**src/rtl/sw_debouncer.sv**
```systemverilog
// -----------------------------------------------------------------------------
// sw_debouncer
//
// Purpose
//    Cleans up one mechanical switch or push-button input. The raw pin is
//    brought into the clk domain through a two-flop synchroniser. A change of
//    level is accepted only once the synchronised value has held at the new
//    level for NumTicks consecutive sample ticks. One sample tick is
//    Div = ClkRate/Baud clocks long. Any bounce back to the old level throws
//    the partially completed window away.
//
// Ports
//    clk         in   1  single clock, rising edge
//    rst         in   1  asynchronous, active-low reset
//    sw_i        in   1  raw switch input, asynchronous to clk
//    db_level_o  out  1  debounced level, decoded from the state register
//    db_tick_o   out  1  registered one-cycle pulse on each accepted 0->1 change
//
// Timing (defaults Div=10, NumTicks=3)
//    Take sw_i stable from before edge E0. The synchroniser presents it at E1,
//    and the FSM enters the WAIT state at E2. The NumTicks-th tick then falls
//    on edge E(NumTicks*Div+2). The level therefore moves NumTicks*Div+3
//    rising edges after the input settled, which is 33 edges with defaults.
// -----------------------------------------------------------------------------
module sw_debouncer #(
   parameter int ClkRate  = 10_000_000,
   parameter int Baud     = 1_000_000,
   parameter int NumTicks = 3
) (
   input  logic clk,
   input  logic rst,
   input  logic sw_i,
   output logic db_level_o,
   output logic db_tick_o
);

   // Clocks per sample tick, and the widths of the two counters.
   localparam int Div  = ClkRate / Baud;
   localparam int CntW = (Div > 1) ? $clog2(Div) : 1;
   localparam int KW   = ($clog2(NumTicks + 1) > 0) ? $clog2(NumTicks + 1) : 1;

   localparam logic [CntW-1:0] CntLast = CntW'(Div - 1);
   localparam logic [KW-1:0]   KLast   = KW'(NumTicks - 1);

   // Reject parameter sets that cannot produce a sensible debounce window.
   // A one-clock tick would make the tick counter degenerate. Zero ticks
   // would accept every glitch.
   generate
      if ((Div < 2) || (NumTicks < 1)) begin : g_param_check
         $error("sw_debouncer: need ClkRate/Baud >= 2 and NumTicks >= 1");
      end
   endgenerate

   // --------------------------------------------------------------------------
   // Two-flop synchroniser: sw_i -> sync_q[0] (s1) -> sync_q[1] (sw_s).
   // Stage 0 may go metastable. Only stage 1 is used by the logic below.
   // --------------------------------------------------------------------------
   localparam int SyncStages = 2;

   logic [SyncStages-1:0] sync_q;
   logic                  sw_s;

   genvar gi;
   generate
      for (gi = 0; gi < SyncStages; gi++) begin : g_sync
         if (gi == 0) begin : g_first
            always_ff @(posedge clk or negedge rst) begin
               if (!rst) begin
                  sync_q[gi] <= 1'b0;
               end else begin
                  sync_q[gi] <= sw_i;
               end
            end
         end else begin : g_next
            always_ff @(posedge clk or negedge rst) begin
               if (!rst) begin
                  sync_q[gi] <= 1'b0;
               end else begin
                  sync_q[gi] <= sync_q[gi-1];
               end
            end
         end
      end
   endgenerate

   assign sw_s = sync_q[SyncStages-1];

   // --------------------------------------------------------------------------
   // Debounce FSM together with its tick counter (cnt) and its stable-tick
   // counter (k).
   //
   // The counters are held at zero in the stable states ZERO and ONE, so
   // every WAIT state starts its window from a clean count. A bounce back to
   // the old level is checked before the tick. This way a glitch that lands
   // on the final tick still cancels the change.
   // --------------------------------------------------------------------------
   typedef enum logic [1:0] {
      ZERO  = 2'b00,
      WAIT1 = 2'b01,
      ONE   = 2'b10,
      WAIT0 = 2'b11
   } state_t;

   state_t          state_reg;
   logic [CntW-1:0] cnt_reg;
   logic [KW-1:0]   k_reg;
   logic            rise_reg;
   logic            tick;

   // The sample tick fires on the last clock of each Div-clock period.
   assign tick = (cnt_reg == CntLast);

   always_ff @(posedge clk or negedge rst) begin
      if (!rst) begin
         state_reg <= ZERO;
         cnt_reg   <= '0;
         k_reg     <= '0;
         rise_reg  <= 1'b0;
      end else begin
         // The rising-edge pulse lasts only one cycle unless it is set again below.
         rise_reg <= 1'b0;

         case (state_reg)
            ZERO: begin
               cnt_reg <= '0;
               k_reg   <= '0;
               if (sw_s) begin
                  state_reg <= WAIT1;
               end
            end

            WAIT1: begin
               if (!sw_s) begin
                  // The input bounced back low, so the window is abandoned.
                  state_reg <= ZERO;
                  cnt_reg   <= '0;
                  k_reg     <= '0;
               end else if (tick) begin
                  cnt_reg <= '0;
                  if (k_reg == KLast) begin
                     state_reg <= ONE;
                     k_reg     <= '0;
                     // The pulse shows in the first cycle that the level reads 1.
                     rise_reg  <= 1'b1;
                  end else begin
                     k_reg <= k_reg + 1'b1;
                  end
               end else begin
                  cnt_reg <= cnt_reg + 1'b1;
               end
            end

            ONE: begin
               cnt_reg <= '0;
               k_reg   <= '0;
               if (!sw_s) begin
                  state_reg <= WAIT0;
               end
            end

            WAIT0: begin
               if (sw_s) begin
                  // The input bounced back high, so the window is abandoned.
                  state_reg <= ONE;
                  cnt_reg   <= '0;
                  k_reg     <= '0;
               end else if (tick) begin
                  cnt_reg <= '0;
                  if (k_reg == KLast) begin
                     // The falling change is accepted without a pulse.
                     state_reg <= ZERO;
                     k_reg     <= '0;
                  end else begin
                     k_reg <= k_reg + 1'b1;
                  end
               end else begin
                  cnt_reg <= cnt_reg + 1'b1;
               end
            end

            default: begin
               state_reg <= ZERO;
               cnt_reg   <= '0;
               k_reg     <= '0;
            end
         endcase
      end
   end

   // The level is a pure decode of the state register. In both WAIT states
   // the output keeps showing the level that was last accepted.
   assign db_level_o = (state_reg == ONE) || (state_reg == WAIT0);
   assign db_tick_o  = rise_reg;

endmodule

```
**config.mk**
```make
export PLATFORM = sky130hd
export DESIGN_NAME = sw_debouncer
export DESIGN_NICKNAME = d
export VERILOG_FILES = /design/src/rtl/sw_debouncer.sv
export SDC_FILE = /design/constraint.sdc
export NUM_CORES = 1
export LEC_CHECK = 0
export CORE_AREA = 2 2 39 41
export DETAILED_ROUTE_END_ITERATION = 8
export DIE_AREA = 0 0 41 43
export GPL_TIMING_DRIVEN = 0
export HOLD_SLACK_MARGIN = 0.1
export MAX_ROUTING_LAYER = met4
export PLACE_DENSITY = 0.58
export SYNTH_ARGS = -nofsm -noshare
export SYNTH_HDL_FRONTEND = slang
export SYNTH_SLANG_ARGS = --single-unit
```
**constraint.sdc**
```tcl
create_clock -name clk -period 3.3 [get_ports clk]
set_input_delay 0.99 -clock clk [delete_from_list [all_inputs] [get_ports clk]]
set_output_delay 0.99 -clock clk [all_outputs]
set_load 0.05 [all_outputs]
```
==> flow_summary.yaml <==
run_status:
  status: "completed"
job:
  maxCapViolations: 0
cts:
  cts_root_buf: "clkbuf_4"
  cts.repair.resized: 0
  hold_buffers: 0
  cts_buffers: 3
  clk_path_buf_depth: 2
  clk_pin_slew_ps: 70
  post_cts_buffers: 0
  clk_latency_ps: 260
  cts_tree: "built"
  clock_sink_count: 11
  htreeDepth: 1
global_route:
  met2_usage_pct: 12.2
  grt_pass1_vias: 265
  antenna_found_initial: 0
  use_met1_pct: 15.8
  busiest_layer: "met1"
  grt_overflow: 0
  grt_pass1_wl_um: 1190
  grt_max_degree: 12
  track_usage_pct: 11.1
  grtUsageMet3_pct: 3.14
timing:
  finalSetupViolCount: 0
  fin_setup_tns_ps: 0
  worst_pin_slew_ps: 490
  fin_crit_ps: 2520
  whs_ps: 362
  max_freq_mhz: 396
  fin_worst_skew_ps: 1.45
  timing.final.crit_share_pct: 76.4
  slew_viol_final: 0
  hold_viol_final: 0
  worst_slew_margin_rel_pct: 67.2
  rsz0062_at_grt: "no"
drt:
  drcViolationCount: 0
  dr_total_vias: 273
  via_per_inst: 4.40
  dr.pass1.iters: 2
  drt_iter0_drc: 1
  drt-total-wl_um: 639
  wl_per_cell_um: 10.3
  drtAntennaViolNets: 0
placement:
  port_buffers: 4
  gp_congestion: 0.684
finish:
  fillers: 146
  antenna_cells: 0
  largest_reg_flops: 4
  layout-drive-gt1-share_pct: 13.0
  nets: 52
  area_growth_syn_to_layout_pct: 18.7
die:
  ioPinCount: 5
  start_util_pct: 33.3
  dieHeight_um: 43
  std_cell_rows: 14
  die-area_sq_um: 1760
  fp.dieW_um: 41
  core-area_sq_um: 1380
critical_path:
  critPathKind: "flop to primary output"
  reg2reg_setup_slack_ps: 1850
  cp_cell_sequence: "clkbuf_1 -> clkdlybuf4s50_1"
  worstSetupEndpointType: "primary output"
  cp_slowest_cell: "clkdlybuf4s50_1"
  r2r-start: "cnt_reg[1]"
  critPathMaxStageDelay_ps: 790
  arrival_ps: 1530
  start_kind: "flop"
  worst_r2r_path_depth: 5
  cp.required_ps: 2310
  cp_num_buf_inv: 2
  cpLargestDelayFamily: "buffers and inverters"
  path_max_fanout: 4
hold_path:
  min_to: "sw_s"
  hold_path_depth: 0
  worst_hold_path_type: "flop to flop"
  hp-start: "sync_q[0]"
logic_synthesis:
  synth_compound_area_share_pct: 2.99
  synth_warnings: 0
  synth_fa_ha_area_share_pct: 5.43
  yosys-mux-area-fraction_pct: 2.45
  synth_area_sq_um: 460
  synth-simple-area-share_pct: 21.2
  avgSynthCellArea_sq_um: 12.1
  synth-async-reset-ratio_pct: 100
  synth_top_cell_by_area: "dfrtp_1"
  synth_edf_count: 0
  yosysUniqueCellTypes: 17
  yosys.area_share.xor_xnor_pct: 5.71
  dominantRegCellSynth: "dfrtp_1"
  synth_top_family_by_area: "simple AND/OR/NAND/NOR gates"
  synth_seq_area_share_pct: 59.8
  synth_top_area_share_pct: 59.8
  synth_cells: 38
  synthTopCellsByArea: "dfrtp_1 60%, ha_1 5.4%, nand3b_4 4.3%, nor2_1 4.1%, xor2_1 3.8%"
  syn-num-nets: 43
  synth-seq-cells: 11
power:
  p_leak_uw: 0.000273
  power.internal_uw: 188
  seqPwrFrac_pct: 58.3
  power_density_nw_per_um2: 439
  vdd_drop_max_uv: 210
  power_frac_comb_pct: 4.1
  p_switching_uw: 51.6
  switching_share_pct: 21.5
  p_clk_share_pct: 37.6
-- cells by family after synthesis --
family	Yosys count
buffers and inverters	3
AOI/OAI and AO/OA	2
adders and majority gates	2
and+or+nand+nor	16
DFF	11
xor gates and xnor gates	3
muxes	1
-- power groups by stage --
stage	sequential, uW	clock (uW)	combinational [uW]
final	140	90.2	9.88
after global routing	141	101	11.7
after CTS	140	95.5	10.3
after detailed placement	143	0	10.4
after global placement	143	0	10.2
after floorplan	142	0	4.42
-- cell usage after synthesis, types with 2 or more instances --
| library cell | number |
|---|---|
| dfrtp_1 | 11 |
| ha_1 | 2 |
| inv_1 | 2 |
| nand2_1 | 4 |
| nand3_1 | 2 |
| nor2_1 | 5 |
| xor2_1 | 2 |
-- cell usage in the layout, fill, tap and decap left out, types with 2 or more instances in the layout --
cell              n
ha_1              2
nand2_1           4
clkbuf_1          2
inv_1             2
clkdlybuf4s50_1   4
nor2_1            5
dfrtp_1          11
nand3_1           2
xor2_1            2
clkbuf_4          3
-- routing by layer --
layer	wire length, um	vias to the layer above	part of all wire [%]
met4	10	0	1.6
met2	326	5	51
met5	0	-	0
met3	23	2	3.6
met1	279	128	44
li1	-	138	-
-- per-stage QoR --
stage	setup WS [ps]	instance area, sq um	cells	util (%)	power (uW)
finish	778	547	62	39.5	240
floorplan	1490	460	38	-	147
detailed placement	1050	520	58	37.6	153
global route	691	547	62	39.5	253
global placement	1070	520	58	37.6	153
CTS	755	547	62	39.5	246
-- final cells by class --
cell class | count | area (sq um) | share of cell area, %
inverters | 2 | 7.51 | 1.37
multi-input cells | 24 | 174 | 31.8
clock buffers | 4 | 26.3 | 4.81
well taps | 16 | 20.0 | 3.66
plain buffers | 1 | 3.75 | 0.686
repair buffers | 4 | 40.0 | 7.32
flip-flops and latches | 11 | 275 | 50.3
-- how the worst max path moves through the flow --
stage	start	endpoint	cells after the start
2_1_floorplan	flop	db_level_o	1
3_5_place_dp	flop	db_level_o	2
6_report	flop	db_level_o	2
5_1_grt	flop	db_level_o	2
4_1_cts	flop	db_level_o	2
3_3_place_gp	flop	db_level_o	2
Note: power is estimated with default switching activity, not from simulation.
